### src/rtl/seg_scan_pkg.sv
// Shared constants and helpers for the multiplexed 7-segment scan controller.
package seg_scan_pkg;

    localparam logic [7:0]  BLANK_CX   = 8'hff;
    localparam int unsigned MAX_DIGITS = 16;

    // Active-low one-hot anode pattern; digit idx sits at bit n_digits-1-idx.
    function automatic logic [MAX_DIGITS-1:0] digit_en_n(input int unsigned idx,
                                                         input int unsigned n_digits);
        return ~(MAX_DIGITS'(1) << (n_digits - 1 - idx));
    endfunction

    function automatic int unsigned on_len_calc(input int unsigned brightness,
                                                input int unsigned scan_div,
                                                input int unsigned duty_bits);
        return (brightness + 1) * (scan_div >> duty_bits);
    endfunction

endpackage

### src/rtl/seg_scan_ctrl_tick_gen.sv
// Modulo-MOD counter advancing on step, with a same-cycle wrap strobe.
module scan_tick_gen #(
    parameter int unsigned MOD = 8,
    parameter int unsigned CW  = (MOD > 1) ? $clog2(MOD) : 1
) (
    input  logic          clk,
    input  logic          rst,
    input  logic          step,
    output logic [CW-1:0] cnt,
    output logic          wrap_c
);

    assign wrap_c = step && (cnt == CW'(MOD - 1));

    always_ff @(posedge clk or posedge rst) begin
        if (rst) begin
            cnt <= '0;
        end else if (step) begin
            cnt <= (cnt == CW'(MOD - 1)) ? '0 : cnt + CW'(1);
        end
    end

endmodule

### src/rtl/seg_scan_ctrl.sv
// Time-multiplexes N_DIGITS segment bytes onto one cathode bus with blanking,
// blinking, PWM brightness and a frame-complete pulse.
module seg_scan_ctrl
    import seg_scan_pkg::*;
#(
    parameter int unsigned N_DIGITS     = 8,
    parameter int unsigned SCAN_DIV     = 100000,
    parameter int unsigned DUTY_BITS    = 3,
    parameter int unsigned BLINK_FRAMES = 250
) (
    input  logic                  clk,
    input  logic                  rst,
    input  logic                  en,
    input  logic [8*N_DIGITS-1:0] seg_data,
    input  logic [N_DIGITS-1:0]   digit_mask,
    input  logic [N_DIGITS-1:0]   blink_mask,
    input  logic [DUTY_BITS-1:0]  brightness,
    output logic [N_DIGITS-1:0]   led_en,
    output logic [7:0]            led_cx,
    output logic                  frame_tick
);

    localparam int unsigned DW = $clog2(SCAN_DIV);
    localparam int unsigned LW = $clog2(SCAN_DIV + 1);
    localparam int unsigned IW = $clog2(N_DIGITS);
    localparam int unsigned FW = (BLINK_FRAMES > 1) ? $clog2(BLINK_FRAMES) : 1;

    logic [DW-1:0]       div_cnt;
    logic [IW-1:0]       idx;
    logic [FW-1:0]       frame_cnt;
    logic                slot_end;
    logic                frame_end;
    logic                blink_wrap;
    logic [LW-1:0]       on_len;
    logic                blink_phase;
    logic [N_DIGITS-1:0] sel_n;
    logic [N_DIGITS-1:0] sel;
    logic [7:0]          cur_seg;
    logic                lit_c;
    logic                unused_frame_cnt;

    scan_tick_gen #(.MOD(SCAN_DIV), .CW(DW)) u_div (
        .clk    (clk),
        .rst    (rst),
        .step   (1'b1),
        .cnt    (div_cnt),
        .wrap_c (slot_end)
    );

    scan_tick_gen #(.MOD(N_DIGITS), .CW(IW)) u_idx (
        .clk    (clk),
        .rst    (rst),
        .step   (slot_end),
        .cnt    (idx),
        .wrap_c (frame_end)
    );

    // Stepping on frame_end (not the registered tick) flips the phase on the
    // same edge the new frame starts, so digit 0 never straddles two phases.
    scan_tick_gen #(.MOD(BLINK_FRAMES), .CW(FW)) u_frame (
        .clk    (clk),
        .rst    (rst),
        .step   (frame_end),
        .cnt    (frame_cnt),
        .wrap_c (blink_wrap)
    );

    // Only the wrap of the frame counter matters.
    assign unused_frame_cnt = ^frame_cnt;

    assign sel_n = N_DIGITS'(digit_en_n(32'(idx), N_DIGITS));
    assign sel   = ~sel_n;

    always_comb begin
        cur_seg = BLANK_CX;
        for (int i = 0; i < int'(N_DIGITS); i++) begin
            if (idx == IW'(i)) begin
                cur_seg = seg_data[8*(int'(N_DIGITS)-1-i) +: 8];
            end
        end
    end

    assign lit_c = en
                && (LW'(div_cnt) < on_len)
                && !(|(sel & digit_mask))
                && !(blink_phase && (|(sel & blink_mask)));

    always_ff @(posedge clk or posedge rst) begin
        if (rst) begin
            led_en      <= '1;
            led_cx      <= BLANK_CX;
            frame_tick  <= 1'b0;
            on_len      <= LW'(SCAN_DIV);
            blink_phase <= 1'b0;
        end else begin
            frame_tick <= frame_end;
            if (slot_end) begin
                on_len <= LW'(on_len_calc(32'(brightness), SCAN_DIV, DUTY_BITS));
            end
            if (blink_wrap) begin
                blink_phase <= ~blink_phase;
            end
            // A dark digit always gets the blank byte, never a stale one.
            led_en <= lit_c ? sel_n   : '1;
            led_cx <= lit_c ? cur_seg : BLANK_CX;
        end
    end

endmodule

### config.mk
export PLATFORM = sky130hd
export DESIGN_NAME = seg_scan_ctrl
export DESIGN_NICKNAME = d
export VERILOG_FILES = /design/src/rtl/seg_scan_pkg.sv /design/src/rtl/seg_scan_ctrl_tick_gen.sv /design/src/rtl/seg_scan_ctrl.sv
export SDC_FILE = /design/constraint.sdc
export NUM_CORES = 1
export LEC_CHECK = 0
export ABC_AREA = 1
export CAP_MARGIN = 15
export CORE_ASPECT_RATIO = 0.9
export CORE_MARGIN = 2
export CORE_UTILIZATION = 45
export CTS_CLUSTER_DIAMETER = 40
export DETAILED_ROUTE_END_ITERATION = 10
export GPL_ROUTABILITY_DRIVEN = 0
export PLACE_DENSITY_LB_ADDON = 0.12
export SETUP_SLACK_MARGIN = 0.02
export SYNTH_ARGS = -nofsm -noshare
export SYNTH_HDL_FRONTEND = slang
export SYNTH_SLANG_ARGS = --single-unit
### constraint.sdc
create_clock -name clk -period 2.3 [get_ports clk]
set_input_delay 0.46 -clock clk [delete_from_list [all_inputs] [get_ports clk]]
set_output_delay 0.46 -clock clk [all_outputs]
set_load 0.02 [all_outputs]
==> metrics.txt, run 1 <==
# TYPE chip_impl_metric gauge
chip_impl_metric{name="n_antenna_cell",unit=""} 0
chip_impl_metric{name="worst_setup_hold_path_clk_slew",unit="ns"} 0.05
chip_impl_metric{name="drt.antenna.violating_nets",unit=""} 0
chip_impl_metric{name="drt_pre_antenna_iters",unit=""} 4
chip_impl_metric{name="final_skew",unit="ns"} 0.003552
chip_impl_metric{name="synth_mux_area_share",unit="%"} 0
chip_impl_metric{name="synth.top_cell.area_share",unit="%"} 21.33
chip_impl_metric{name="vias",unit=""} 4631
chip_impl_metric{name="p_leak",unit="nW"} 3.287
chip_impl_metric{name="post_synth_and_or_nand_nor_area_fraction",unit="%"} 35.08
chip_impl_info{name="crit_path_start_kind",value="primary input"} 1
chip_impl_metric{name="timing.max_cap.violations",unit=""} 0
chip_impl_metric{name="worst_skew_pair.late_latency",unit="ns"} 0.33
chip_impl_metric{name="synth.yosys.seq_area_share",unit="%"} 33.96
chip_impl_metric{name="final_layout_size_suffix_gt1_share",unit="%"} 15.53
chip_impl_info{name="synth_top_family_by_area",value="simple AND/OR/NAND/NOR gates"} 1
chip_impl_metric{name="post_synth_xor_area_fraction",unit="%"} 2.871
chip_impl_metric{name="worst-path-max-fanout",unit=""} 4
chip_impl_metric{name="cts.path.max_buffers",unit=""} 2
chip_impl_metric{name="via_per_inst",unit=""} 5.045
chip_impl_metric{name="die_w",unit="um"} 110.3
chip_impl_metric{name="worst_path_largest_cell_delay",unit="ns"} 0.26
chip_impl_metric{name="synth_adder_area_share",unit="%"} 10.39
chip_impl_info{name="cp_cell_sequence",value="buf_4 > ha_4 > inv_4 > nand2_4 > nand2_4 > ha_4 > ha_4 > ha_4 > inv_1 > o21ai_2 > nand2_1 > a21oi_2 > nor2_1 > nand2_1 > nand2_1 > nand3_1 > nand2_1"} 1
chip_impl_metric{name="synthesized_nets",unit=""} 782
chip_impl_metric{name="grt_start_max_net_pins",unit=""} 25
chip_impl_metric{name="synth_enable_flop_cells",unit=""} 0
chip_impl_metric{name="clock_sinks",unit=""} 61
chip_impl_metric{name="power_per_cell_area",unit="nW/um2"} 508.2
chip_impl_metric{name="vdd.ir_drop.worst",unit="mV"} 0.6207
chip_impl_metric{name="crit_path_arrival_time",unit="ns"} 2.45
chip_impl_metric{name="fp-row-count",unit=""} 34
chip_impl_metric{name="h-tree-depth",unit=""} 3
chip_impl_info{name="endpoint_kind",value="flip-flop"} 1
chip_impl_metric{name="design.die.area",unit="um2"} 10990
chip_impl_metric{name="hold_viol_final",unit=""} 0
chip_impl_metric{name="grt_pass1_vias",unit=""} 4623
chip_impl_metric{name="synthesis.instances",unit=""} 658
chip_impl_metric{name="post_synth.cell_area_avg",unit="um2"} 6.954
chip_impl_info{name="crit_path_top_delay_cell",value="ha_4"} 1
chip_impl_metric{name="area_growth_syn_to_layout",unit="%"} 42.08
chip_impl_metric{name="floorplan.initialDensity",unit="%"} 46.76
chip_impl_metric{name="drc_errors",unit=""} 0
chip_impl_info{name="hold_class",value="flip-flop to flip-flop"} 1
chip_impl_metric{name="synth-compound-area-share",unit="%"} 7.219
chip_impl_metric{name="totalWireLength",unit="um"} 12700
chip_impl_metric{name="sum_of_negative_setup_slack",unit="ns"} 0
chip_impl_info{name="rsz0062_at_grt",value="yes"} 1
chip_impl_metric{name="post_synth_num_cell_types",unit=""} 39
chip_impl_metric{name="dp_hpwl",unit="um"} 9724
chip_impl_metric{name="final.period_utilization",unit="%"} 95.13
chip_impl_metric{name="core_area",unit="um2"} 9784
chip_impl_metric{name="grt_first_pass_wirelength",unit="um"} 20820
chip_impl_metric{name="grt_overflow",unit=""} 0
chip_impl_metric{name="globalRouteTotalUtil",unit="%"} 24.01
chip_impl_metric{name="drtIter0Drc",unit=""} 399
chip_impl_info{name="postSynth.topFlopCell",value="dfrtp_1"} 1
chip_impl_metric{name="max_slew_margin",unit="%"} 61.58
chip_impl_metric{name="final-setup-viol-count",unit=""} 0
chip_impl_metric{name="worst_ep_required_time",unit="ns"} 2.56
chip_impl_metric{name="nets",unit=""} 911
chip_impl_info{name="yosys.cell_count.top_type",value="nand2_1"} 1
chip_impl_metric{name="slew_violations",unit=""} 0
chip_impl_metric{name="r2r_slack",unit="ns"} 0.28
chip_impl_metric{name="synth.ff_latch_count",unit=""} 61
chip_impl_metric{name="y_dimension_of_the_die",unit="um"} 99.66
chip_impl_info{name="yosys-top-cells-area",value="dfrtp_1 21%, nand2_1 16%, dfstp_2 13%"} 1
chip_impl_metric{name="synth_warnings",unit=""} 0
chip_impl_metric{name="max_freq",unit="MHz"} 457.0
chip_impl_metric{name="avgRoutedWirePerCell",unit="um"} 13.83
chip_impl_info{name="post_synth_most_frequent_cells",value="200 x nand2_1, 94 x inv_1, 86 x nor2_1, 41 x nand3_1, 39 x dfrtp_1"} 1
chip_impl_metric{name="hold_slack",unit="ns"} 0.4585
chip_impl_info{name="synth_top_cell_by_area",value="dfrtp_1"} 1
chip_impl_info{name="path_class",value="primary input to flip-flop"} 1
chip_impl_metric{name="min_period",unit="ns"} 2.188
chip_impl_metric{name="placement.io_buffers",unit=""} 102
chip_impl_metric{name="io_pins",unit=""} 103
chip_impl_metric{name="worst_pin_slew",unit="ns"} 0.5756
chip_impl_info{name="status",value="completed"} 1
chip_impl_metric{name="postSynth.asyncResetShare",unit="%"} 100.0
chip_impl_info{name="cts_tree",value="done"} 1
chip_impl_metric{name="post_synth_design_cell_area",unit="um2"} 4576
chip_impl_metric{name="tritoncts.num_buffers",unit=""} 9
chip_impl_metric{name="initial_antenna_violation_count",unit=""} 0
chip_impl_metric{name="cts-hold-fix-buffers",unit=""} 0
chip_impl_info{name="clk_root_buffer_cell",value="clkbuf_16"} 1
final cells by class:
class                           instances  area, um2
Sequential cell                        61       1554
Tap cell                              126      157.7
Timing Repair Buffer                  134       1292
Clock inverter                          7      146.4
Clock buffer                            9      225.2
Multi-Input combinational cell        482       2736
Inverter                               99      389.1
Fill cell                             850       3283
timing repair:
action / 4_1_cts / 5_1_grt
pin swaps: 6 / 5
endpoints found under the setup margin: 10 / 12
gates resized for setup: 22 / 21
gates cloned: 0 / 0
setup buffers: 0 / 2
logic make-up after synthesis:
family	Yosys count
AND/OR/NAND/NOR	370
flip-flops	61
buffers and inverters	115
AO/OA/AOI/OAI	59
adder cells (fa/ha/maj)	38
XOR/XNOR	15
placed cells by master, fill, tap and decap left out, drive strengths merged:
cell type and n:
nor3 8, nor2 90, nor4 4, clkdlybuf4s50 99, dfrtp 39, a21oi 18, xor2 12, clkbuf 10
clkinv 2, nand3b 3, a31oi 2, nand3 44, and3b 1, ha 38, nand2 205, o31ai 1
nand4 13, and2 2, o211ai 8, buf 34, o21ai 27, o221ai 1, dfstp 22, a31o 1
bufinv 4, inv 100, xnor2 3, o21bai 1
per-layer routing:
metal	vias to the layer above	routed length (um)	GRT usage [%]	part of all wire, %
li1	2337	-	-	-
met1	2113	5413	29.82	43
met2	148	6039	41.20	48
met3	33	966	5.570	7.6
met4	0	279	7.404	2.2
met5	-	0	0	0
per-stage QoR:
stage / setup WS (ns) / instances / power (W) / instance area [um2] / utilization (%)
finish: 0.1120 / 918 / 0.003304 / 6501 / 66.45
global route: -0.02592 / 918 / 0.003431 / 6501 / 66.45
CTS: 0.07908 / 916 / 0.003315 / 6424 / 65.65
detailed placement: -0.7680 / 900 / 0.001623 / 6027 / 61.60
global placement: -0.6963 / 900 / 0.001614 / 6027 / 61.60
floorplan: 0.02695 / 658 / 0.001344 / 4703 / -
path summary, 6_finish.rpt:
check                                  to  cells past startpoint     startpoint
setup / recovery               on_len[16]                     17  brightness[0]
hold / removal               u_div.cnt[0]                      1   u_div.cnt[0]
setup reg to reg                led_cx[0]                     11   u_idx.cnt[0]
hold reg to reg              u_div.cnt[0]                      1   u_div.cnt[0]
max in group asynchronous       on_len[5]                      3            rst
min in group asynchronous  u_frame.cnt[5]                      2            rst
report_power, final:
group | switching (W) | internal [W] | leakage (nW)
Sequential | 0.00000411 | 0.00110 | 0.736
Clock | 0.000497 | 0.00117 | 0.180
Combinational | 0.000232 | 0.000299 | 2.37
Total | 0.000734 | 0.00257 | 3.29
flip-flops by register name (all words and copies together), names as in the netlist:
| signal | flops |
|---|---|
| blink_phase | 1 |
| frame_tick | 1 |
| led_cx | 8 |
| led_en | 8 |
| on_len | 15 |
| u_div.cnt | 17 |
| u_frame.cnt | 8 |
| u_idx.cnt | 3 |
critical path, delay by kind of cell:
kind | cells | cell delay (ns)
buffers and inverters | 3 | 0.28
AO/OA/AOI/OAI | 2 | 0.28
AND/OR/NAND/NOR | 8 | 0.54
adder cells (fa/ha/maj) | 4 | 0.87
(Power assumes the default switching activity.)
==> run 2, diff against run 1 <==
==> constraint.sdc (replaced) <==
create_clock -name clk -period 2.7 [get_ports clk]
set_input_delay 0.54 -clock clk [delete_from_list [all_inputs] [get_ports clk]]
set_output_delay 0.54 -clock clk [all_outputs]
set_load 0.02 [all_outputs]
==> run 2 against run 1 <==
  * Cell area fell by 3.7%
  * Die area did not move
  * Global-route usage fell by 0.45 points
  * Via count rose by 0.84%
  * Utilization fell by 2.5 points
  * Clock skew rose by 0.0035 ns
  * Non-clock buffer count fell by 3
  * Wire length fell by 0.57%
  * Sequential share of layout area rose by 0.93 points
  * Clock power fell by 30%
  * First-iteration DRC count fell by 11%
  * Setup slack improved by 0.095 ns
  * Largest power group unchanged
  * Highest routed layer unchanged
==> metrics.txt, run 2 (synthesis gave the netlist of run 1 again) <==
# TYPE chip_impl_metric gauge
chip_impl_info{name="biggestRegsByFlops",value="u_div.cnt (17), on_len (15)"} 1
chip_impl_metric{name="cts.path.max_buffers",unit=""} 2
chip_impl_metric{name="y_dimension_of_the_die",unit="um"} 99.66
chip_impl_metric{name="worst-path-max-fanout",unit=""} 3
chip_impl_metric{name="worst_path_largest_cell_delay",unit="ns"} 0.27
chip_impl_metric{name="p_leak",unit="nW"} 3.217
chip_impl_info{name="cp_top_family",value="simple AND/OR/NAND/NOR gates"} 1
chip_impl_info{name="clk_root_buffer_cell",value="clkbuf_16"} 1
chip_impl_info{name="hold_class",value="flip-flop to flip-flop"} 1
chip_impl_metric{name="avgRoutedWirePerCell",unit="um"} 13.80
chip_impl_info{name="status",value="completed"} 1
chip_impl_metric{name="initial_antenna_violation_count",unit=""} 0
chip_impl_metric{name="area_growth_syn_to_layout",unit="%"} 36.78
chip_impl_metric{name="n_antenna_cell",unit=""} 0
chip_impl_info{name="cpMostUsedCell",value="nand2_1"} 1
chip_impl_metric{name="timing.final.ws_setup",unit="ns"} 0.2073
chip_impl_metric{name="worst_setup_hold_path_clk_slew",unit="ns"} 0.05
chip_impl_info{name="layout.cells.most_common",value="nand2_1"} 1
chip_impl_metric{name="totalWireLength",unit="um"} 12630
chip_impl_metric{name="worst_pin_slew",unit="ns"} 0.6032
chip_impl_metric{name="slew_violations",unit=""} 0
chip_impl_metric{name="vias",unit=""} 4670
chip_impl_info{name="rsz0062_at_grt",value="no"} 1
chip_impl_metric{name="drt.antenna.violating_nets",unit=""} 0
chip_impl_metric{name="final-setup-viol-count",unit=""} 0
chip_impl_metric{name="total_power",unit="W"} 0.002528
chip_impl_metric{name="max_freq",unit="MHz"} 401.2
chip_impl_metric{name="h-tree-depth",unit=""} 3
chip_impl_metric{name="core_area",unit="um2"} 9784
chip_impl_metric{name="design.die.area",unit="um2"} 10990
chip_impl_metric{name="min_period",unit="ns"} 2.493
chip_impl_metric{name="worst_ep_required_time",unit="ns"} 2.97
chip_impl_metric{name="placement.io_buffers",unit=""} 102
chip_impl_metric{name="max_slew_margin",unit="%"} 59.79
chip_impl_metric{name="clock_sinks",unit=""} 61
chip_impl_metric{name="die_w",unit="um"} 110.3
chip_impl_metric{name="final_core_util",unit="%"} 63.96
chip_impl_metric{name="io_pins",unit=""} 103
chip_impl_metric{name="drc_errors",unit=""} 0
chip_impl_metric{name="grt_first_pass_wirelength",unit="um"} 20550
chip_impl_metric{name="grt_overflow",unit=""} 0
chip_impl_info{name="cp_cell_sequence",value="clkbuf_2 > ha_2 > inv_1 > nand2_1 > nand2_1 > buf_4 > inv_1 > nand2_1 > nand2_1 > inv_1 > ha_1 > ha_4 > inv_1 > o21ai_2 > nand2_2 > a21oi_2 > nor2_1 > nand3_1 > nand3_1 > nand2_1"} 1
chip_impl_metric{name="path_buf_inv",unit=""} 6
chip_impl_info{name="path_class",value="primary input to flip-flop"} 1
chip_impl_metric{name="grt_pass1_vias",unit=""} 4609
chip_impl_metric{name="worst_skew_pair.late_latency",unit="ns"} 0.33
chip_impl_metric{name="nets",unit=""} 908
chip_impl_metric{name="tritoncts.num_buffers",unit=""} 9
chip_impl_info{name="crit_path_start_kind",value="primary input"} 1
chip_impl_metric{name="hold_slack",unit="ns"} 0.4630
chip_impl_metric{name="final_layout_size_suffix_gt1_share",unit="%"} 13.05
chip_impl_metric{name="drtIter0Drc",unit=""} 354
chip_impl_metric{name="hold_viol_final",unit=""} 0
chip_impl_metric{name="vdd.ir_drop.worst",unit="mV"} 0.2828
chip_impl_metric{name="dp_hpwl",unit="um"} 9605
chip_impl_info{name="most-common-layout-cells",value="197 x nand2_1, 99 x clkdlybuf4s50_1, 92 x inv_1"} 1
chip_impl_metric{name="drt_pre_antenna_iters",unit=""} 7
chip_impl_metric{name="floorplan.initialDensity",unit="%"} 46.76
chip_impl_metric{name="grt_start_max_net_pins",unit=""} 48
chip_impl_info{name="crit_path_top_delay_cell",value="ha_4"} 1
chip_impl_info{name="cts_tree",value="done"} 1
chip_impl_metric{name="crit_path_arrival_time",unit="ns"} 2.76
chip_impl_metric{name="fp-row-count",unit=""} 34
chip_impl_metric{name="timing.max_cap.violations",unit=""} 0
chip_impl_metric{name="power_per_cell_area",unit="nW/um2"} 404.0
chip_impl_metric{name="placement.setup.worst_slack",unit="ns"} -0.6697
chip_impl_metric{name="largest_register_ff_count",unit=""} 17
chip_impl_info{name="top_register",value="u_div.cnt"} 1
chip_impl_metric{name="via_per_inst",unit=""} 5.104
chip_impl_metric{name="globalRouteTotalUtil",unit="%"} 23.56
chip_impl_info{name="endpoint_kind",value="flip-flop"} 1
chip_impl_metric{name="final.period_utilization",unit="%"} 92.32
chip_impl_metric{name="final_skew",unit="ns"} 0.007068
-- run 2: area by class of cell --
class,count,area [um2]
Sequential cell,61,1554
Clock inverter,6,60.06
Fill cell,871,3526
Multi-Input combinational cell,482,2618
Timing Repair Buffer,131,1244
Inverter,99,375.4
Tap cell,126,157.7
Clock buffer,10,250.2
-- run 2: layer usage --
metal  up-vias  track usage (%)  part of all wire [%]
li1       2331                -                     -
met1      2146            27.93                    42
met4         0            7.500                   1.8
met2       175            42.10                    48
met3        18            5.111                   8.3
met5         -                0                     0
-- run 2: final timing paths --
| kind | startpoint | endpoint | slack [ns] | depth (start not counted) |
|---|---|---|---|---|
| max | brightness[0] | on_len[16] | 0.21 | 20 |
| min | u_div.cnt[0] | u_div.cnt[0] | 0.46 | 1 |
| max reg2reg | u_idx.cnt[0] | led_cx[2] | 0.42 | 9 |
| min reg2reg | u_div.cnt[0] | u_div.cnt[0] | 0.46 | 1 |
| max in group asynchronous | rst | on_len[15] | 1.58 | 3 |
| min in group asynchronous | rst | u_frame.cnt[1] | 0.50 | 2 |
-- run 2: power by group --
group          internal [W]  switching, W
registers          0.000934    0.00000285
logic              0.000242      0.000180
clock network      0.000764      0.000405
total               0.00194      0.000588
-- run 2: worst register-to-register path, cell delays in order (launching register included) --
cell and delay, ns:
dfrtp_1 0.42, ha_1 0.43, nand2_8 0.17, inv_2 0.13, nand2_1 0.16, nand4_1 0.11
o21ai_1 0.17, nand3_2 0.12, nor2_4 0.33, nand3_1 0.14
-- run 2: through the flow --
| step | area (um2) | TNS, ns | instances |
|---|---|---|---|
| global placement | 5878 | -3.501 | 897 |
| global route | 6259 | 0 | 915 |
| floorplan | 4589 | 0 | 658 |
| finish | 6259 | 0 | 915 |
| CTS | 6226 | 0 | 914 |
| detailed placement | 5878 | -4.437 | 897 |
-- run 2: timing repair --
action,CTS,global route
resized for setup,12,10
buffers inserted,1,1
pin swaps,5,3
hold buffers,0,0
setup endpoints to repair,8,8
==> run 3, diff against run 2 <==
==> constraint.sdc (replaced) <==
create_clock -name clk -period 2.7 [get_ports clk]
set_input_delay 0.27 -clock clk [delete_from_list [all_inputs] [get_ports clk]]
set_output_delay 0.27 -clock clk [all_outputs]
set_load 0.02 [all_outputs]
==> run 3 against run 2 <==
  * Total power fell by 0.65%
  * Non-clock buffer count fell by 2
  * Clock power about the same
  * Register-to-register slack got worse by 0.03 ns
  * Largest power group unchanged
==> metrics.txt, run 3 (synthesis gave the netlist of run 1 again) <==
# TYPE chip_impl_metric gauge
chip_impl_metric{name="globalRouteTotalUtil",unit="%"} 24.33
chip_impl_metric{name="io_pins",unit=""} 103
chip_impl_metric{name="power_per_cell_area",unit="nW/um2"} 405.8
chip_impl_info{name="hold_class",value="primary input to asynchronous set/reset pin"} 1
chip_impl_metric{name="drt_pre_antenna_iters",unit=""} 5
chip_impl_metric{name="timing.max_cap.violations",unit=""} 0
chip_impl_metric{name="total_power",unit="W"} 0.002512
chip_impl_metric{name="avgRoutedWirePerCell",unit="um"} 13.95
chip_impl_metric{name="placement.io_buffers",unit=""} 102
chip_impl_metric{name="slew_violations",unit=""} 0
chip_impl_metric{name="final-setup-viol-count",unit=""} 0
chip_impl_metric{name="y_dimension_of_the_die",unit="um"} 99.66
chip_impl_metric{name="post-route-cell-area",unit="um2"} 6190
chip_impl_metric{name="placedInstanceArea",unit="um2"} 5864
chip_impl_info{name="rsz0062_at_grt",value="no"} 1
chip_impl_info{name="endpoint_kind",value="flip-flop"} 1
chip_impl_metric{name="r2r_slack",unit="ns"} 0.39
chip_impl_info{name="biggestRegsByFlops",value="u_div.cnt (17), on_len (15)"} 1
chip_impl_info{name="cts_tree",value="done"} 1
chip_impl_metric{name="hold_viol_final",unit=""} 0
chip_impl_info{name="worst_r2r_startpoint",value="u_idx.cnt[1]"} 1
chip_impl_metric{name="drt.antenna.violating_nets",unit=""} 0
chip_impl_metric{name="fp-row-count",unit=""} 34
chip_impl_info{name="crit_path_start_kind",value="primary input"} 1
chip_impl_metric{name="final_core_util",unit="%"} 63.26
chip_impl_info{name="clk_root_buffer_cell",value="clkbuf_16"} 1
chip_impl_info{name="top_register",value="u_div.cnt"} 1
chip_impl_info{name="layout.cells.most_common",value="nand2_1"} 1
chip_impl_metric{name="worst_pin_slew",unit="ns"} 0.6304
chip_impl_metric{name="final_layout_size_suffix_gt1_share",unit="%"} 11.56
chip_impl_metric{name="grt_pass1_vias",unit=""} 4541
chip_impl_metric{name="p_leak",unit="nW"} 3.195
chip_impl_metric{name="tritoncts.num_buffers",unit=""} 9
chip_impl_metric{name="initial_antenna_violation_count",unit=""} 0
chip_impl_metric{name="crit_path_arrival_time",unit="ns"} 2.74
chip_impl_metric{name="grt_start_max_net_pins",unit=""} 34
chip_impl_metric{name="final.period_utilization",unit="%"} 91.89
chip_impl_metric{name="cts-hold-fix-buffers",unit=""} 0
chip_impl_info{name="critical_path.reg2reg.endpoint",value="led_cx[0]"} 1
chip_impl_metric{name="min_period",unit="ns"} 2.481
chip_impl_metric{name="via_per_inst",unit=""} 5.024
chip_impl_metric{name="final_skew",unit="ns"} 0.005707
chip_impl_info{name="timing.critical_path.from",value="brightness[2]"} 1
chip_impl_metric{name="totalWireLength",unit="um"} 12740
chip_impl_metric{name="n_antenna_cell",unit=""} 0
chip_impl_metric{name="worst_skew_pair.late_latency",unit="ns"} 0.33
chip_impl_metric{name="area_growth_syn_to_layout",unit="%"} 35.27
chip_impl_metric{name="worstRegToRegCells",unit=""} 10
chip_impl_metric{name="dp_hpwl",unit="um"} 9899
chip_impl_metric{name="clock_sinks",unit=""} 61
chip_impl_info{name="most-common-layout-cells",value="200 x nand2_1, 100 x clkdlybuf4s50_1, 93 x inv_1"} 1
chip_impl_metric{name="drc_errors",unit=""} 0
chip_impl_metric{name="floorplan.initialDensity",unit="%"} 46.76
chip_impl_info{name="status",value="completed"} 1
chip_impl_metric{name="die_w",unit="um"} 110.3
chip_impl_metric{name="design.die.area",unit="um2"} 10990
chip_impl_metric{name="largest_register_ff_count",unit=""} 17
chip_impl_metric{name="core_area",unit="um2"} 9784
chip_impl_info{name="path_class",value="primary input to flip-flop"} 1
chip_impl_metric{name="cts.path.max_buffers",unit=""} 2
chip_impl_metric{name="stdcell_count",unit=""} 913
chip_impl_metric{name="max_freq",unit="MHz"} 403.1
chip_impl_metric{name="worst_setup_hold_path_clk_slew",unit="ns"} 0.06
chip_impl_metric{name="grt_overflow",unit=""} 0
chip_impl_metric{name="nets",unit=""} 906
chip_impl_metric{name="numPlacedInstances",unit=""} 897
chip_impl_metric{name="vias",unit=""} 4587
chip_impl_metric{name="h-tree-depth",unit=""} 3
chip_impl_metric{name="worst_ep_required_time",unit="ns"} 2.96
chip_impl_metric{name="max_slew_margin",unit="%"} 57.91
chip_impl_metric{name="vdd.ir_drop.worst",unit="mV"} 0.3106
chip_impl_metric{name="worst-path-max-fanout",unit=""} 5
chip_impl_metric{name="drtIter0Drc",unit=""} 294
chip_impl_metric{name="grt_first_pass_wirelength",unit="um"} 21030
-- run 3: stage by stage --
| step | setup WS (ns) | TNS, ns | hold WS [ns] |
|---|---|---|---|
| 2_1_floorplan | 0.1235 | 0 | 0.3940 |
| 6_report | 0.2190 | 0 | 0.3481 |
| 3_3_place_gp | -0.2758 | -1.676 | 0.4502 |
| 5_1_grt | 0.02992 | 0 | 0.4174 |
| 3_5_place_dp | -0.3515 | -2.235 | 0.4607 |
| 4_1_cts | 0.2017 | 0 | 0.3614 |
-- run 3: where the power goes --
part	total, W	switching (W)	internal (W)
clock	0.00118	0.000431	0.000745
sequential	0.000937	0.00000320	0.000934
combinational	0.000399	0.000175	0.000224
-- run 3: final cells by class --
| type | instances | area [um2] |
|---|---|---|
| inverter | 99 | 375.4 |
| clock buffer | 10 | 239.0 |
| clock inverter | 6 | 71.32 |
| tap | 126 | 157.7 |
| sequential | 61 | 1554 |
| fill | 915 | 3595 |
| timing repair buffer | 129 | 1234 |
| multi-input combinational | 482 | 2559 |
-- run 3: worst max path at each step --
| stage | depth (start not counted) | to |
|---|---|---|
| after floorplan | 13 | on_len[13] |
| after global placement | 14 | on_len[13] |
| after detailed placement | 13 | on_len[13] |
| after CTS | 14 | on_len[12] |
| after global routing | 16 | on_len[16] |
| final | 16 | on_len[16] |
-- run 3: routing by layer --
layer | routed length (um) | share of wire, % | GRT usage, % | vias up
met5 | 0 | 0 | 0 | -
met2 | 6064 | 48 | 42.14 | 158
met1 | 5437 | 43 | 29.90 | 2092
met4 | 210 | 1.6 | 7.788 | 0
met3 | 1025 | 8.0 | 5.374 | 21
li1 | - | - | - | 2316
-- run 3: worst max-delay path, stage by stage --
cell and delay (ns):
clkdlybuf4s50_1 0.48, inv_1 0.10, nand2_1 0.09, nand2_1 0.08, ha_1 0.29, ha_1 0.31
ha_1 0.31, inv_1 0.05, o21ai_0 0.22, nand2_1 0.10, a21oi_1 0.14, nor2_1 0.08
nand2_1 0.06, nand2_1 0.05, nand3_1 0.06, nand2_1 0.05
-- run 3: what timing repair did --
item / in CTS / in global routing
gates cloned: 0 / 0
endpoints found under the setup margin: 3 / 3
gates resized for setup: 4 / 4
setup buffers: 0 / 0
==> patch 1 (flow settings as in run 3) <==
`SCAN_DIV`: 100000 -> 200000.
--- a/src/rtl/seg_scan_ctrl.sv
+++ b/src/rtl/seg_scan_ctrl.sv
@@ -5,5 +5,5 @@
 #(
     parameter int unsigned N_DIGITS     = 8,
-    parameter int unsigned SCAN_DIV     = 100000,
+    parameter int unsigned SCAN_DIV     = 200000,
     parameter int unsigned DUTY_BITS    = 3,
     parameter int unsigned BLINK_FRAMES = 250
Formal check against the unedited RTL: same outputs for any inputs over 10 cycles, from zero or initial values and one cycle with rst high; that may be too few to reach the edited logic, so the function may still have changed.
==> patch 1 against run 3 <==
  * Via count did not move
  * Sequential cell count grew 1
  * Wire length up 0.31%
  * Register-to-register slack better by 0.03 ns
  * Final cell count grew 0.55%
  * Worst setup slack better by 0.016 ns
  * Area after synthesis shrank 0.16%
  * Worst hold slack worse by 0.13 ns
  * Design area about the same
  * Power decreased by 1.7%
  * Die area is 0.15% lower
  * Non-clock buffer count increased by 3
  * Clock power down 4%
==> patch 1: results (changes against run 3) <==
Finish
  – Post-Layout Cell Count: 918 (+0.55%)
  – Fillers: 899 (-1.7%)
  – Largest regs: u_div.cnt: 18 flops, on_len: 15 flops
  – Final core occ: 63.3% (about the same)
  – NumNets Final: 909 (+0.33%)
  – Layout cell share with drive strength beyond 1: 11.4% (-0.20 points)

Routing
  – Initial DRC count: 342 (+16%)
  – Wl on met1: 5600 um (+3.0%)
  – WL met3: 1090 um (+6.4%)
  – Routed WL per cell: 13.9 um (-0.24%)
  – WL met2: 5850 um (-3.5%)

Setup path
  – CP max stage delay: 0.50 ns (+0.02 ns)
  – Delay-heaviest family, CP: buffers and inverters
  – CP arrival: 2.72 ns (-0.02 ns)

Power
  – Worst VDD drop: 0.287 mV (-7.5%)
  – Power per cell area: 399 nW/um^2 (-1.8%)
  – P_seq: 949 uW (+1%)
  – Power share of the clock group: 45.9% (-0.9 points)
  – Internal Power: 1900 uW (about the same)

Synth
  – Adder-Cell Fraction of Synth Area: 9.86% (-0.53 points)
  – Post-synth top area share: 21.9% (+0.58 points)
  – Post-synthesis compound-gate area fraction: 6.14% (-1.1 points)
  – Total nets after synthesis: 783 (+0.13%)
  – Ranking of synthesized cells by area: dfrtp_1, nand2_1, dfstp_2, ha_1, inv_1
  – Xor and xnor area share after synthesis: 2.49% (-0.38 points)
  – Synth warn: 0 (unchanged)
  – Mean Syn Cell Area: 6.91 um^2 (-0.62%)
  – Post-synth top cells: nand2_1, inv_1, nor2_1, nand3_1, dfrtp_1

Placed design
  – DP Wirelength: 9720 um (-1.8%)
  – Cells after DPL: 901 (+0.45%)
  – Worst slack, placed: -0.149 ns (+0.203 ns)
  – Placed standard-cell area: 5870 um^2 (+0.15%)

GRT
  – First-pass GRT wire length: 20400 um (-3.2%)
  – Vias in the first global route: 4438 (-2.3%)
  – Pin count of the biggest net entering global routing: 32 (-5.9%)
  – Global-route usage over all layers: 23.4% (-0.90 points)
  – Met1 global-route usage: 30.5% (+0.64 points)
  – Grt met3 use: 5.24% (-0.13 points)

CTS
  – Cts repair resizes: 0 (-4)

Timing
  – Setup Skew: 0.00983 ns (+0.00413 ns)
  – Slew @ Worst Pin: 0.764 ns (+0.133 ns)

Run status
  – Status: finished, final reports clean
-- patch 1: layout make-up --
cell class / count / area share (%)
Multi-Input combinational cell: 478 / 40.6
Sequential cell: 62 / 25.5
Timing Repair Buffer: 132 / 20.3
Inverter: 104 / 6.31
Clock buffer: 12 / 3.98
Tap cell: 126 / 2.55
Clock inverter: 4 / 0.768
-- patch 1: final timing paths --
check,startpoint,end,slack [ns],cells past startpoint
setup / recovery,brightness[1],on_len[17]$_DFFE_PP1N_,0.23,20
hold / removal,rst,u_idx.cnt[0]$_DFFE_PP0N_,0.22,2
setup reg to reg,u_idx.cnt[1]$_DFFE_PP0N_,led_cx[5]$_DFF_PP1_,0.42,14
hold reg to reg,on_len[11]$_DFFE_PP1N_,on_len[11]$_DFFE_PP1N_,0.48,2
max in group asynchronous,rst,led_en[6]$_DFF_PP1_,1.86,3
min in group clk,on_len[11]$_DFFE_PP1N_,on_len[11]$_DFFE_PP1N_,0.48,2
==> patch 2 (flow settings as in run 3) <==
Without the edit above. Make the reset (`rst`) synchronous in 2 clocked blocks.
--- a/src/rtl/seg_scan_ctrl_tick_gen.sv
+++ b/src/rtl/seg_scan_ctrl_tick_gen.sv
@@ -13,5 +13,5 @@
     assign wrap_c = step && (cnt == CW'(MOD - 1));
 
-    always_ff @(posedge clk or posedge rst) begin
+    always_ff @(posedge clk) begin
         if (rst) begin
             cnt <= '0;
--- a/src/rtl/seg_scan_ctrl.sv
+++ b/src/rtl/seg_scan_ctrl.sv
@@ -86,5 +86,5 @@
                 && !(blink_phase && (|(sel & blink_mask)));
 
-    always_ff @(posedge clk or posedge rst) begin
+    always_ff @(posedge clk) begin
         if (rst) begin
             led_en      <= '1;
Formal check against the unedited RTL: differs if rst is asserted again (counterexample within 4 cycles, from zero or initial values and one cycle with rst high); with rst held inactive, the same outputs for 10 cycles.
==> patch 2 against run 3 <==
  * Combinational power down 5.0%
  * Wire length down 4.1%
  * Design area down 6.0%
  * Non-clock buffer count up 3
  * Sequential cell count unchanged
  * Power down 15%
  * Worst setup slack better by 0.010 ns
  * Sequential power down 2.9%
  * Area after synthesis down 7.2%
==> patch 2: results (changes against run 3) <==
Synth
  – Mean Syn Cell Area: 6.24 um^2 (-10%)
  – Post-synth ARST share: 0% (-100 points)
  – Ranking of synthesized cells by area: dfxtp_1, nand2_1, ha_1, inv_1, nor2_1
  – Post-synthesis compound-gate area fraction: 9.46% (+2.2 points)
  – Distinct cells, synth: 34 (-13%)
  – Post-synth top cells: nand2_1, inv_1, nor2_1, dfxtp_1, nand3_1
  – Most used DFF post-synth: dfxtp_1
  – Post-synthesis sequential area ratio: 28.8% (-5.2 points)
  – Adder-Cell Fraction of Synth Area: 11.2% (+0.81 points)

Routing
  – Initial DRC count: 201 (-32%)
  – Wl on met1: 5510 um (+1.4%)
  – WL met3: 819 um (-20%)
  – Post-DR vias/cell: 4.99 (-0.76%)
  – WL met2: 5770 um (-4.8%)
  – Post-Route WL: 12200 um (-4.1%)

Power
  – Worst VDD drop: 0.312 mV (+0.50%)
  – Power per cell area: 366 nW/um^2 (-9.7%)

Setup path
  – Crit Path Max Fanout: 4 (-1)
  – CP arrival: 2.68 ns (-0.06 ns)

Finish
  – Fillers: 828 (-9.5%)
  – Post-Layout Cell Count: 937 (+2.6%)
  – NumNets Final: 934 (+3.1%)

Timing
  – Slew @ Worst Pin: 0.705 ns (+0.0745 ns)
  – Setup Skew: 0.00869 ns (+0.00298 ns)

GRT
  – Pin count of the biggest net entering global routing: 20 (-41%)
  – Vias in the first global route: 4391 (-3.3%)
  – First-pass GRT wire length: 20200 um (-4.0%)
  – Grt met3 use: 6.57% (+1.2 points)
  – Met1 global-route usage: 29.3% (-0.60 points)
  – Met2 usage: 45.3% (+3.2 points)

Min path
  – Hold Crit Class: primary input to flop

Placed design
  – Cells after DPL: 919 (+2.5%)
  – Placed standard-cell area: 5550 um^2 (-5.4%)
  – DP Wirelength: 9480 um (-4.2%)
  – Worst slack, placed: -0.351 ns (+0.000635 ns)

Floorplanning
  – Starting density of the core: 46.5% (-0.23 points)

Run status
  – Status: finished, final reports clean
[patch 2: cell type report]
cell class / count / share of cell area, %
multi-input combinational: 516 / 45.4
timing repair buffer: 132 / 21.7
sequential: 61 / 21.0
inverter: 90 / 5.81
tap: 122 / 2.62
clock buffer: 10 / 2.37
clock inverter: 6 / 1.08
[patch 2: worst paths after layout]
kind,depth (start not counted),slack [ns],from,endpoint
max,14,0.23,brightness[2],on_len[11]$_SDFFE_PP0N_
min,3,0.34,brightness[0],on_len[2]$_SDFFE_PP0N_
max reg2reg,11,0.52,u_idx.cnt[1]$_SDFFE_PP0N_,led_en[7]$_SDFF_PP1_
min reg2reg,1,0.44,u_div.cnt[0]$_SDFF_PP0_,u_div.cnt[0]$_SDFF_PP0_
[patch 2: where the power goes]
group          leakage, uW  total (uW)  switching [uW]  internal [uW]
Combinational      0.00212         379             159            220
Clock             0.000106         842             392            450
Sequential        0.000494         910            3.47            907
[patch 2: repair_timing]
item                       CTS  global route
resized for setup            1             7
setup endpoints to repair    1            10
setup buffers                0             2
